`src/rtl/tenyr_pkg.sv`:
```
// Shared types and constants for the tenyr RAM operand-port arbiter.
package tenyr_pkg;

    typedef enum logic [1:0] {
        StIdle,
        StAccess,
        StResp
    } arb_state_e;

    localparam int unsigned DefaultAw = 32;
    localparam int unsigned DefaultDw = 32;

    localparam logic [31:0] RESET_VECTOR = 32'h0000_1000;

endpackage

```
`src/rtl/rr_picker.sv`:
```
// Combinational rotating priority encoder over the request vector.
// Defining TENYR_ARB_FIXED_PRIO_EN selects fixed lowest-index-wins priority instead.
module rr_picker
    import tenyr_pkg::*;
#(
    parameter int unsigned NREQ = 2,
    parameter int unsigned IW   = $clog2(NREQ)
) (
    input  logic [NREQ-1:0] req_i,
    input  logic [IW-1:0]   last_i,
    output logic [IW-1:0]   grant_o,
    output logic            any_req_o
);

    assign any_req_o = |req_i;

`ifdef TENYR_ARB_FIXED_PRIO_EN
    // last is still tracked by the caller but plays no part in the choice.
    logic unused_last;
    assign unused_last = ^last_i;

    always_comb begin
        grant_o = '0;
        for (int i = int'(NREQ) - 1; i >= 0; i--) begin
            if (req_i[i]) grant_o = IW'(i);
        end
    end
`else
    localparam logic [IW:0] NreqW = (IW + 1)'(NREQ);

    logic [IW:0]   sum;
    logic [IW-1:0] cand;
    logic          found;

    // Search starts one past the previous winner and wraps modulo NREQ.
    always_comb begin
        grant_o = '0;
        found   = 1'b0;
        sum     = '0;
        cand    = '0;
        for (int k = 1; k <= int'(NREQ); k++) begin
            sum = {1'b0, last_i} + (IW + 1)'(k);
            if (sum >= NreqW) sum = sum - NreqW;
            cand = sum[IW-1:0];
            if (!found && req_i[cand]) begin
                grant_o = cand;
                found   = 1'b1;
            end
        end
    end
`endif

endmodule

```
`src/rtl/mem_port_arbiter.sv`:
```
// Round-robin arbiter sharing RAM port 0 between NREQ masters with a fixed-latency access.
// Build option: TENYR_ARB_FIXED_PRIO_EN switches the picker to fixed priority.
module mem_port_arbiter
    import tenyr_pkg::*;
#(
    parameter int unsigned NREQ = 2,
    parameter int unsigned WAIT = 1,
    parameter int unsigned AW   = DefaultAw,
    parameter int unsigned DW   = DefaultDw
) (
    input  logic               clk_i,
    input  logic               reset_i,
    input  logic [NREQ-1:0]    req_i,
    input  logic [NREQ-1:0]    rw_i,
    input  logic [NREQ*AW-1:0] addr_i,
    input  logic [NREQ*DW-1:0] wdata_i,
    output logic [NREQ-1:0]    ack_o,
    output logic [DW-1:0]      rdata_o,
    output logic               mem_en_o,
    output logic               mem_we_o,
    output logic [AW-1:0]      mem_addr_o,
    output logic [DW-1:0]      mem_wdata_o,
    input  logic [DW-1:0]      mem_rdata_i
);

    localparam int unsigned IW = $clog2(NREQ);
    localparam int unsigned CW = (WAIT > 1) ? $clog2(WAIT) : 1;
    localparam logic [CW-1:0] CntLoad = CW'(WAIT - 1);
    localparam logic [IW-1:0] LastRst = IW'(NREQ - 1);

    arb_state_e      state_q, state_d;
    logic [CW-1:0]   cnt_q, cnt_d;
    logic [IW-1:0]   last_q, last_d;
    logic [IW-1:0]   win_q, win_d;
    logic            rw_q, rw_d;
    logic [AW-1:0]   addr_q, addr_d;
    logic [DW-1:0]   wdata_q, wdata_d;
    logic [DW-1:0]   rdata_q, rdata_d;
    logic [NREQ-1:0] ack_q, ack_d;
    logic            mem_en_q, mem_en_d;

    logic [IW-1:0]   grant;
    logic            any_req;
    logic [AW-1:0]   addr_arr  [NREQ];
    logic [DW-1:0]   wdata_arr [NREQ];

    for (genvar i = 0; i < int'(NREQ); i++) begin : g_unpack
        assign addr_arr[i]  = addr_i[i*AW +: AW];
        assign wdata_arr[i] = wdata_i[i*DW +: DW];
    end

    rr_picker #(
        .NREQ(NREQ),
        .IW  (IW)
    ) u_picker (
        .req_i    (req_i),
        .last_i   (last_q),
        .grant_o  (grant),
        .any_req_o(any_req)
    );

    always_comb begin
        state_d  = state_q;
        cnt_d    = cnt_q;
        last_d   = last_q;
        win_d    = win_q;
        rw_d     = rw_q;
        addr_d   = addr_q;
        wdata_d  = wdata_q;
        rdata_d  = rdata_q;
        ack_d    = '0;
        mem_en_d = 1'b0;
        unique case (state_q)
            StIdle: begin
                if (any_req) begin
                    win_d    = grant;
                    last_d   = grant;
                    rw_d     = rw_i[grant];
                    addr_d   = addr_arr[grant];
                    wdata_d  = wdata_arr[grant];
                    cnt_d    = CntLoad;
                    mem_en_d = 1'b1;
                    state_d  = StAccess;
                end
            end
            StAccess: begin
                if (cnt_q == '0) begin
                    if (!rw_q) rdata_d = mem_rdata_i;
                    ack_d[win_q] = 1'b1;
                    state_d      = StResp;
                end else begin
                    cnt_d    = cnt_q - 1'b1;
                    mem_en_d = 1'b1;
                end
            end
            StResp:  state_d = StIdle;
            default: state_d = StIdle;
        endcase
    end

    always_ff @(posedge clk_i or posedge reset_i) begin
        if (reset_i) begin
            state_q  <= StIdle;
            cnt_q    <= '0;
            last_q   <= LastRst;
            win_q    <= '0;
            rw_q     <= 1'b0;
            addr_q   <= '0;
            wdata_q  <= '0;
            rdata_q  <= '0;
            ack_q    <= '0;
            mem_en_q <= 1'b0;
        end else begin
            state_q  <= state_d;
            cnt_q    <= cnt_d;
            last_q   <= last_d;
            win_q    <= win_d;
            rw_q     <= rw_d;
            addr_q   <= addr_d;
            wdata_q  <= wdata_d;
            rdata_q  <= rdata_d;
            ack_q    <= ack_d;
            mem_en_q <= mem_en_d;
        end
    end

    // Single strobe on the last access cycle, decoded from registered state only.
    assign mem_we_o    = rw_q & (state_q == StAccess) & (cnt_q == '0);
    assign mem_en_o    = mem_en_q;
    assign ack_o       = ack_q;
    assign rdata_o     = rdata_q;
    assign mem_addr_o  = addr_q;
    assign mem_wdata_o = wdata_q;

endmodule
```
`config.mk`:
```
export PLATFORM = sky130hd
export DESIGN_NAME = mem_port_arbiter
export DESIGN_NICKNAME = d
export VERILOG_FILES = /design/src/rtl/tenyr_pkg.sv /design/src/rtl/rr_picker.sv /design/src/rtl/mem_port_arbiter.sv
export SDC_FILE = /design/constraint.sdc
export NUM_CORES = 1
export LEC_CHECK = 0
export CORE_AREA = 2 2 94 164
export DETAILED_ROUTE_END_ITERATION = 8
export DIE_AREA = 0 0 96 166
export PLACE_DENSITY_LB_ADDON = 0.3
export SETUP_SLACK_MARGIN = 0.1
export SLEW_MARGIN = 20
export SYNTH_ARGS = -nofsm -noshare
export SYNTH_HDL_FRONTEND = slang
export SYNTH_SLANG_ARGS = --single-unit
```
`constraint.sdc`:
```
create_clock -name clk_i -period 3.1 [get_ports clk_i]
set_input_delay 0.465 -clock clk_i [delete_from_list [all_inputs] [get_ports clk_i]]
set_output_delay 0.465 -clock clk_i [all_outputs]
set_load 0.03 [all_outputs]
```
==> results.sh, run 1 <==
export IMPL_fin_nets=730
export IMPL_synth_main_ff_cell="dfrtp_1"
export IMPL_clock_latency_ps=350
export IMPL_drv_cap=0
export IMPL_final_cell_area_sq_um=8210
export IMPL_core_area_sq_um=14700
export IMPL_yosysMostFrequentCell="dfrtp_1"
export IMPL_synth_cell_area_sq_um=5020
export IMPL_routed_wl_um=13100
export IMPL_crit_family="buffers and inverters"
export IMPL_ys_warn_count=0
export IMPL_crit_type="reg -> out"
export IMPL_area_growth_pct=63.4
export IMPL_grt_overflow=0
export IMPL_setup_violations=0
export IMPL_cts_setup_buffers=0
export IMPL_finalHoldViolations=0
export IMPL_path_cells="nand2b_1 > inv_1 > and2_1 > clkdlybuf4s50_1"
export IMPL_grt_usage=0.167
export IMPL_cts_made_buffers=9
export IMPL_wl_per_cell_um=17.5
export IMPL_relSlewSlack=0.508
export IMPL_end_kind="output port"
export IMPL_htreeDepth=3
export IMPL_p_per_area_nw_per_um2=1030
export IMPL_finalCriticalPeriod_ps=2320
export IMPL_drt_iter0_markers=34
export IMPL_grt_pass1_wl_um=20200
export IMPL_p_leak_uw=0.00356
export IMPL_num_vias=3508
export IMPL_slowest_stage="clkdlybuf4s50_1"
export IMPL_yosys_top_cells_area="dfrtp_1 51%, mux2_4 30%, mux2_2 14%, buf_6 1.3%, buf_2 0.90%"
export IMPL_ys_async_sr_fraction=1.00
export IMPL_grt_pass1_vias=3911
export IMPL_maxSlewViolCount=0
export IMPL_n_antenna_cell=0
export IMPL_firstDrtPassIters=4
export IMPL_synthCells=297
export IMPL_start_util=0.342
export IMPL_cts_tree="built"
export IMPL_tightest_slew_ps=737
export IMPL_syn_area_per_cell_sq_um=16.9
export IMPL_finalClockSkew_ps=14.6
export IMPL_critPathRequiredTime_ps=2630
export IMPL_synth_top_cell_by_area="dfrtp_1"
export IMPL_synth_seq_cells=104
export IMPL_cts_sinks=104
export IMPL_root_buffer="clkbuf_16"
export IMPL_dieArea_sq_um=15900
export IMPL_max_stage_delay_ps=670
export IMPL_dieWidth_um=96
export IMPL_route_detailed_drc=0
export IMPL_critPathLaunchType="flop"
export IMPL_synthTopCellsByCount="103 x dfrtp_1, 100 x mux2_4, 62 x mux2_2, 9 x buf_2, 6 x buf_6"
export IMPL_antenna_found_initial=0
export IMPL_cts_hold_buffers=0
export IMPL_clk_pin_slew_worst_paths_ps=70
export IMPL_port_buffers=265
export IMPL_grt_setup_unrepaired="false"
export IMPL_crit_fanout=3
export IMPL_yosys_area_top_type_share=0.513
export IMPL_rows=59
export IMPL_gp_congestion=0.752
export IMPL_placement_cell_area_sq_um=7920
export IMPL_hold_path_class="reg -> reg"
export IMPL_ir_drop_uv=462
export IMPL_status="finished clean"
export IMPL_cts_buffer_depth=2
export IMPL_path_buf_inv=2
export IMPL_setup_tns_ps=0
export IMPL_finalCritPeriodShare=0.748
export IMPL_cts_resized_gates=0
export IMPL_rrSetupSlack_ps=1180
export IMPL_fmax_mhz=432
export IMPL_arrival_ps=1850
export IMPL_dp_hpwl_um=10200
export IMPL_final_antenna_net_count=0
export IMPL_grt_start_max_net_pins=55
export IMPL_drive_gt1_frac=0.336
export IMPL_avgViaCountPerCell=4.66
export IMPL_syn_num_nets=463
export IMPL_fill_cells=1220
export IMPL_synth_cell_types=16
export IMPL_seq_area_frac_synth=0.518
export IMPL_synth_edf_count=0
export IMPL_ios=266
export IMPL_dieHeight_um=166
-- power by group --
| group | switching [uW] | total, uW | leakage, uW | internal, uW |
|---|---|---|---|---|
| clock | 543 | 1110 | 0.000141 | 564 |
| sequential | 379 | 2440 | 0.00122 | 2060 |
| combinational | 2380 | 4910 | 0.00219 | 2530 |
| total | 3300 | 8460 | 0.00356 | 5160 |
-- through the flow --
step | hold WS (ps) | setup slack (ps) | total power [uW] | utilization | cells
6_report | 465 | 783 | 8460 | 0.559 | 752
2_1_floorplan | 413 | 1390 | 5460 | - | 297
3_3_place_gp | 446 | 713 | 7340 | 0.539 | 736
3_5_place_dp | 454 | 710 | 7430 | 0.539 | 736
4_1_cts | 465 | 763 | 8590 | 0.559 | 752
5_1_grt | 473 | 661 | 8870 | 0.559 | 752
-- layer usage --
metal	track usage	up-vias	wire, um
met5	0	-	0
met4	0.0646	0	348
met3	0.0368	17	659
met2	0.314	137	7590
met1	0.172	1759	4540
li1	-	1595	-
-- registers in the layout, indices dropped and copies added (netlist names) --
name         flops
mem_addr_o      32
mem_wdata_o     32
rdata_o         32
ack_o            2
state_q          2
last_q           1
mem_en_o         1
rw_q             1
win_q            1
-- cell families (layout without fill, tap and decap cells) --
| family | after synthesis | after routing | synth area share |
|---|---|---|---|
| multiplexers | 164 | 164 | 0.442 |
| flip-flops | 104 | 104 | 0.518 |
| buffers and inverters | 19 | 291 | 0.0269 |
| AND/OR/NAND/NOR | 8 | 8 | 0.00897 |
| AO/OA/AOI/OAI | 2 | 2 | 0.00349 |
-- cell usage in the layout, fill, tap and decap left out --
master / Yosys / final
nor3_1: 1 / 1
inv_1: 2 / 1
mux2_1: 2 / 2
clkbuf_16: 0 / 9
and2_1: 2 / 2
a21bo_4: 0 / 1
dfstp_2: 1 / 1
clkinv_2: 0 / 1
buf_12: 0 / 5
dfrtp_1: 103 / 103
mux2_2: 62 / 62
clkinvlp_4: 0 / 2
nor3_4: 0 / 1
nor2_1: 3 / 2
a21boi_0: 1 / 1
clkinv_4: 0 / 2
buf_4: 2 / 3
mux2_4: 100 / 100
clkdlybuf4s50_1: 0 / 265
nand2b_1: 1 / 1
inv_8: 0 / 3
nor2_2: 0 / 1
-- final cells by class --
cell class,instances,area (sq um),share of cell area
clock inverters,7,63.8,0.00777
flip-flops and latches,104,2600,0.317
repair buffers,273,2780,0.338
well taps,183,229,0.0279
multi-input cells,174,2300,0.280
inverters,2,11.3,0.00137
clock buffers,9,225,0.0274
-- worst reg2reg max path: cells and delay by family (launching register included) --
kind / cells / cell delay [ps]
buffers and inverters: 1 / 260
flip-flops: 1 / 420
multiplexers: 1 / 350
AND/OR/NAND/NOR: 2 / 780
-- final timing paths --
kind                             from  cells past startpoint              end
hold / removal                  win_q                      1         ack_o[0]
max in group asynchronous     reset_i                      3  mem_wdata_o[23]
setup / recovery           state_q[1]                      4         mem_we_o
min in group asynchronous     reset_i                      2      rdata_o[21]
setup reg to reg           state_q[1]                      4      rdata_o[30]
hold reg to reg                 win_q                      1         ack_o[0]
Power figures use the tool's default switching activity.
==> run 2: changes to the inputs <==
==> constraint.sdc (replaced) <==
create_clock -name clk_i -period 2.14 [get_ports clk_i]
set_input_delay 0.321 -clock clk_i [delete_from_list [all_inputs] [get_ports clk_i]]
set_output_delay 0.321 -clock clk_i [all_outputs]
set_load 0.03 [all_outputs]
==> run 2 against run 1 <==
  * Register-to-register slack got worse by 750 ps
  * Combinational power increased by 45%
  * Design area increased by 0.32%
  * Via count decreased by 1.7%
  * Critical path depth unchanged
  * Critical path type unchanged
  * Highest routed layer unchanged
==> results.sh, run 2 (synthesis results as in run 1) <==
export IMPL_reg2reg_from="last_q"
export IMPL_finalCriticalPeriod_ps=1890
export IMPL_dieWidth_um=96
export IMPL_fill_cells=1194
export IMPL_critPathRequiredTime_ps=1820
export IMPL_grt_start_max_net_pins=50
export IMPL_avgViaCountPerCell=4.59
export IMPL_n_antenna_cell=0
export IMPL_final_common_cell="clkdlybuf4s50_1"
export IMPL_p_per_area_nw_per_um2=1500
export IMPL_finalClockSkew_ps=12.2
export IMPL_htreeDepth=3
export IMPL_pre_cts_ws_ps=78.9
export IMPL_relSlewSlack=0.632
export IMPL_fin_nets=729
export IMPL_maxSlewViolCount=0
export IMPL_setup_tns_ps=0
export IMPL_drive_gt1_frac=0.335
export IMPL_setup_worst_path_start="state_q[1]"
export IMPL_start_util=0.342
export IMPL_dieHeight_um=166
export IMPL_grt_pass1_wl_um=20200
export IMPL_core_area_sq_um=14700
export IMPL_hold_path_class="in -> async"
export IMPL_route_detailed_drc=0
export IMPL_rrSetupSlack_ps=430
export IMPL_cts_hold_buffers=0
export IMPL_firstDrtPassIters=4
export IMPL_finalCritPeriodShare=0.882
export IMPL_routed_wl_um=13000
export IMPL_ir_drop_uv=714
export IMPL_cts_made_buffers=9
export IMPL_end_kind="output port"
export IMPL_dp_hpwl_um=10000
export IMPL_clk_pin_slew_worst_paths_ps=80
export IMPL_wl_per_cell_um=17.3
export IMPL_cts_buffer_depth=2
export IMPL_setup_violations=0
export IMPL_rows=59
export IMPL_critPathLaunchType="flop"
export IMPL_fmax_mhz=530
export IMPL_area_growth_pct=63.9
export IMPL_cts_sinks=104
export IMPL_root_buffer="clkbuf_16"
export IMPL_drv_cap=0
export IMPL_clock_latency_ps=340
export IMPL_arrival_ps=1570
export IMPL_grt_setup_unrepaired="false"
export IMPL_status="finished clean"
export IMPL_hold_slack_ps=368
export IMPL_dieArea_sq_um=15900
export IMPL_grt_pass1_vias=3871
export IMPL_num_vias=3448
export IMPL_cts_tree="built"
export IMPL_tightest_slew_ps=550
export IMPL_port_buffers=265
export IMPL_final_antenna_net_count=0
export IMPL_gp_congestion=0.763
export IMPL_finish_utilization=0.561
export IMPL_grt_usage=0.166
export IMPL_drt_iter0_markers=49
export IMPL_antenna_found_initial=0
export IMPL_p_leak_uw=0.00357
export IMPL_crit_type="reg -> out"
export IMPL_ios=266
export IMPL_final_cell_mix="264 x clkdlybuf4s50_1, 103 x dfrtp_1, 100 x mux2_4"
export IMPL_finalHoldViolations=0
export IMPL_worst_r2r_cell_count=4
export IMPL_crit_fanout=3
export IMPL_grt_overflow=0
export IMPL_worst_slack_ps=253
## run 2: repair_timing
action	in CTS	in global routing
setup endpoints to repair	1	0
buffers inserted	0	0
gates resized for setup	1	0
## run 2: through the flow
stage / area, sq um / power, uW / instances
2_1_floorplan: 5030 / 7900 / 297
3_3_place_gp: 7920 / 10600 / 735
3_5_place_dp: 7920 / 10800 / 735
4_1_cts: 8230 / 12500 / 751
5_1_grt: 8230 / 12900 / 751
6_report: 8230 / 12300 / 751
## run 2: cell type report
cell class              count  area (sq um)  area share
flip-flops and latches    104          2600       0.316
well taps                 183           229      0.0278
inverters                   2          11.3     0.00137
multi-input cells         174          2300       0.279
clock buffers               9           225      0.0274
clock inverters             7          86.3      0.0105
repair buffers            272          2780       0.337
## run 2: metal layers
metal / part of all wire / vias to the layer above / GRT usage
met5: 0 / - / 0
met4: 0.022 / 0 / 0.0590
met3: 0.054 / 13 / 0.0390
met2: 0.59 / 134 / 0.315
met1: 0.34 / 1707 / 0.168
li1: - / 1594 / -
## run 2: worst paths after layout
path | to
max in group asynchronous | last_q
worst min-delay path | mem_addr_o[31]
worst min register to register | ack_o[0]
worst max-delay path | mem_we_o
worst max register to register | mem_addr_o[31]
min in group clk_i | ack_o[0]
## run 2: worst max-delay path, stage by stage, from the launching register on
cell and delay, ps:
dfrtp_1 420, nand2b_1 200, inv_1 100, and2_1 120
dlygate4sd2_1 400
## run 2: report_power, final
part           switching [uW]  internal (uW)
clock                     766            932
sequential                556           2990
combinational            3440           3660
total                    4760           7580
==> edit 1: new RTL, settings of run 1 <==
The 3 states of `arb_state_e` get a one-hot encoding in 3 bits.
--- a/src/rtl/tenyr_pkg.sv
+++ b/src/rtl/tenyr_pkg.sv
@@ -1,10 +1,10 @@
 // Shared types and constants for the tenyr RAM operand-port arbiter.
 package tenyr_pkg;
 
-    typedef enum logic [1:0] {
-        StIdle,
-        StAccess,
-        StResp
+    typedef enum logic [2:0] {
+        StIdle   = 3'b001,
+        StAccess = 3'b010,
+        StResp   = 3'b100
     } arb_state_e;
 
     localparam int unsigned DefaultAw = 32;
Function: no difference found for any inputs over 10 cycles, from zero or initial values and one cycle with reset_i high; not proved beyond that.
==> edit 1 against run 1 <==
Worst setup slack worse by 250 ps. Routed wire length rose by 9.7%. Sequential cell count rose by 1. Design area fell by 6.9%. Total power down 4.6%. Synthesized cell count grew 9.4%. Register-to-register slack got worse by 30 ps. Die area unchanged. Non-clock buffer count shrank 1. Area after synthesis shrank 8.0%.
==> edit 1: results (changes against run 1) <==
status: "finished clean"
place_congestion: 0.737  # -2.0%
fillers: 1292  # +5.9%
ys_top_cells_by_count: "103 x dfrtp_1, 65 x a2bb2oi_1, 65 x o32ai_1"
max_stage_delay_ps: 680
grt_start_max_net_pins: 71  # +29%
fin_skew_ps: 6.43  # -8.14 ps
wl_per_cell_um: 19.0  # +9.0%
signal_buffers: 272  # -0.37%
nets: 735  # +0.68%
path_delay_family: "buffers and inverters"
whs_path_depth: 1  # unchanged
numPortBuffers: 265  # unchanged
reg2reg_depth: 4  # unchanged
arrival_ps: 2100  # +250 ps
clkCellAreaFrac_pct: 3.60  # +0.082 points
drt_iter0_drc: 94  # +180%
placed_cell_area_sq_um: 7360  # -7.0%
synth_warnings: 0  # unchanged
firstDrtPassIters: 4  # unchanged
vias: 3934  # +12%
inv_count: 3  # +1
powerDensity_nw_per_um2: 1060  # +2.5%
synth_fp_nets: 491  # +6.0%
grt_pass1_wl_mm: 22.3  # +11%
grtUsageTotal_pct: 18.0  # +1.2 points
multi_input_cells: 178  # +2.3%
yosysSeqAreaShare_pct: 56.9  # +5.1 points
area_growth_pct: 65.2
ir_drop_mv: 0.569  # +23%
clock_buffers: 13  # +4
dp_hpwl_mm: 10.7  # +4.3%
async_reset_ff_share_pct: 100  # unchanged
cts.clk_slew.worst_paths_ps: 70  # about the same
clk_path_buf_depth: 2  # unchanged
postCtsResizedCells: 0  # unchanged
clock_latency_ps: 340
sh_seq_area_pct: 34.4  # +2.7 points
yosys-top-cells-area: "dfrtp_1 56%, a2bb2oi_1 12%, o32ai_1 12%"
slowest_stage: "clkdlybuf4s50_1"
clock-sinks: 105  # +0.96%
cts-root-buf: "clkbuf_16"
ctsHtreeMaxLevel: 3  # unchanged
layout-drive-gt1-share_pct: 10.8  # -23 points
diodes: 0  # unchanged
cts_tree: "yes"
synth_cell_types: 24  # +8
grt_pass1_vias: 4401  # +13%
power.leakage_nw: 2.98  # -16%
maxSlewHeadroom_pct: 51.0  # +0.17 points
cts_setup_buffers: 0  # unchanged
cts_made_buffers: 9  # unchanged
setup_viol: 0  # unchanged
multi_input_area_sq_um: 1750  # -24%
buf_share_pct: 35.9  # +2.1 points
antenna_found_initial: 0  # unchanged
path_max_fanout: 4  # +1
min_path_type: "register to register"
## edit 1: changes by cell type after synthesis, moves of 2 or more
cell              run 1  this run
mux2_1                2         0
mux2_4              100        30
buf_12                0         3
a2bb2oi_1             0        65
buf_6                 6         4
clkbuf_1              0        14
o32ai_1               0        65
mux2_2               62         2
buf_2                 9        16
a21oi_1               0         3
## edit 1: final timing paths
path / from / to / slack, ps
max: state_q[2] / mem_we_o / 540
min: win_q / ack_o[0] / 490
max reg2reg: state_q[0] / mem_addr_o[3] / 1150
min reg2reg: win_q / ack_o[0] / 490
max in group asynchronous: reset_i / mem_addr_o[5] / 1880
min in group asynchronous: reset_i / mem_wdata_o[5] / 660
## edit 1: power by group
group          leakage, nW  switching, W  internal, W
clock                0.130      0.000495     0.000573
combinational         1.66       0.00240      0.00217
sequential            1.19      0.000384      0.00204
total                 2.98       0.00328      0.00478
## edit 1: routing by layer
metal | up-vias | share of wire [%] | track usage [%]
li1 | 1801 | - | -
met4 | 0 | 2.0 | 6.15
met2 | 173 | 55 | 33.2
met3 | 18 | 8.0 | 5.35
met1 | 1942 | 35 | 18.5
met5 | - | 0 | 0
## edit 1: logic make-up (layout without fill, tap and decap cells)
| group | after synthesis | after routing | share of synthesized area (%) |
|---|---|---|---|
| mux | 32 | 32 | 10.2 |
| compound gates | 137 | 137 | 25.7 |
| simple gates | 9 | 9 | 1.60 |
| buf+inv | 42 | 291 | 5.63 |
| flops | 105 | 105 | 56.9 |
## edit 1: through the flow
step	cells	total power [W]	setup slack (ps)
6_report	757	0.00807	537
5_1_grt	757	0.00847	437
4_1_cts	757	0.00817	516
3_5_place_dp	741	0.00704	749
3_3_place_gp	741	0.00697	841
2_1_floorplan	325	0.00524	1380
==> edit 2: new RTL, config.mk and constraints of run 1 <==
Without the edit above. Set the package constant `DefaultAw` to 16 (it was 32).
--- a/src/rtl/tenyr_pkg.sv
+++ b/src/rtl/tenyr_pkg.sv
@@ -7,7 +7,7 @@
         StResp
     } arb_state_e;
 
-    localparam int unsigned DefaultAw = 32;
+    localparam int unsigned DefaultAw = 16;
     localparam int unsigned DefaultDw = 32;
 
     localparam logic [31:0] RESET_VECTOR = 32'h0000_1000;
Interface: changed (resized addr_i and mem_addr_o); port bits go from 266 to 218. The function was not compared with the original's and may differ.
==> edit 2 against run 1 <==
Final cell count down 13%. Worst setup slack worse by 7.1 ps. Routed wire length down 17%. Total power down 18%. Hold slack worse by 1.1 ps. Design area down 19%. Sequential power down 16%. Sequential cell count down 16. Area after synthesis down 22%.
==> edit 2: results (changes against run 1) <==
reg2reg_slack_ps: 1110  # -70 ps
fin_skew_ps: 9.73  # -4.83 ps
grt_start_max_net_pins: 89  # +62%
cts_made_buffers: 9  # unchanged
nets: 600  # -18%
startpoint: "state_q[1]"
setup_slack_ps: 776  # -7.05 ps
r2r-start: "last_q"
numPortBuffers: 217  # -18%
timing.rr.end: "mem_addr_o[12]"
place_congestion: 0.778  # +3.5%
drt_iter0_drc: 51  # +50%
yosysSeqAreaShare_pct: 56.3  # +4.5 points
vias: 2874  # -18%
status: "finished clean"
met3_usage_pct: 2.86  # -0.82 points
wl_per_cell_um: 16.6  # -5.1%
grt_pass1_vias: 3147  # -20%
met2_usage_pct: 25.7  # -5.7 points
hold_ws_ps: 464  # -1.07 ps
whs_path_depth: 1  # unchanged
placed_cell_area_sq_um: 6320  # -20%
clock_latency_ps: 340
power.leakage_nw: 2.70  # -24%
worstMarginPinSlew_ps: 529  # -208 ps
clk_path_buf_depth: 2  # unchanged
grtUsageTotal_pct: 13.7  # -3.1 points
ys_top_cells_by_count: "110 x mux2_2, 87 x dfrtp_1, 20 x mux2_4"
yosys-top-cells-area: "dfrtp_1 56%, mux2_2 32%, mux2_4 7.7%"
grt_pass1_wl_mm: 16.4  # -19%
async_reset_ff_share_pct: 100  # unchanged
synth_warnings: 0  # unchanged
synth_fp_nets: 379  # -18%
dp_hpwl_mm: 8.40  # -18%
layout-drive-gt1-share_pct: 33.3  # -0.23 points
dp_slack_ps: 665  # -46.0 ps
ir_drop_mv: 0.463  # +0.26%
synth_cell_types: 15  # -1
met1_usage_pct: 13.5  # -3.7 points
edit 2: critical path: stages, from the launching register on:
cell             delay [ps]
dfrtp_1                 410
nand2b_1                200
inv_1                   100
and2_1                  130
clkdlybuf4s50_1         690
edit 2: power breakdown:
part / switching, W / total (W) / internal [W]
Clock: 0.000472 / 0.00110 / 0.000632
Combinational: 0.00192 / 0.00381 / 0.00189
Sequential: 0.000300 / 0.00205 / 0.00175
edit 2: worst max-delay path by stage:
stage	to	cells past startpoint
6_report	mem_we_o	4
2_1_floorplan	ack_o[0]	1
3_5_place_dp	mem_addr_o[12]	5
5_1_grt	mem_we_o	4
3_3_place_gp	mem_wdata_o[27]	5
4_1_cts	mem_we_o	4
edit 2: layout make-up:
class                      count  area, sq um
multi-input combinational    142         1630
clock buffer                   9          225
sequential                    88         2200
timing repair buffer         223         2240
inverter                       2         8.76
fill                        1368         8070
clock inverter                 7         76.3
tap                          183          229
edit 2: metrics by stage:
stage / power (W) / instances
finish: 0.00696 / 654
global route: 0.00732 / 654
CTS: 0.00708 / 654
detailed placement: 0.00594 / 638
global placement: 0.00588 / 638
floorplan: 0.00431 / 245
edit 2: layer usage:
metal	part of all wire, %	up-vias
li1	-	1319
met1	33	1413
met2	58	119
met3	5.7	23
met4	3.5	0
met5	0	-
edit 2: cell families after synthesis:
group,count (synthesis),synth area share (%)
AOI/OAI and AO/OA,2,0.448
buffers and inverters,15,2.17
DFF,88,56.3
muxes,132,39.9
and+or+nand+nor,8,1.15
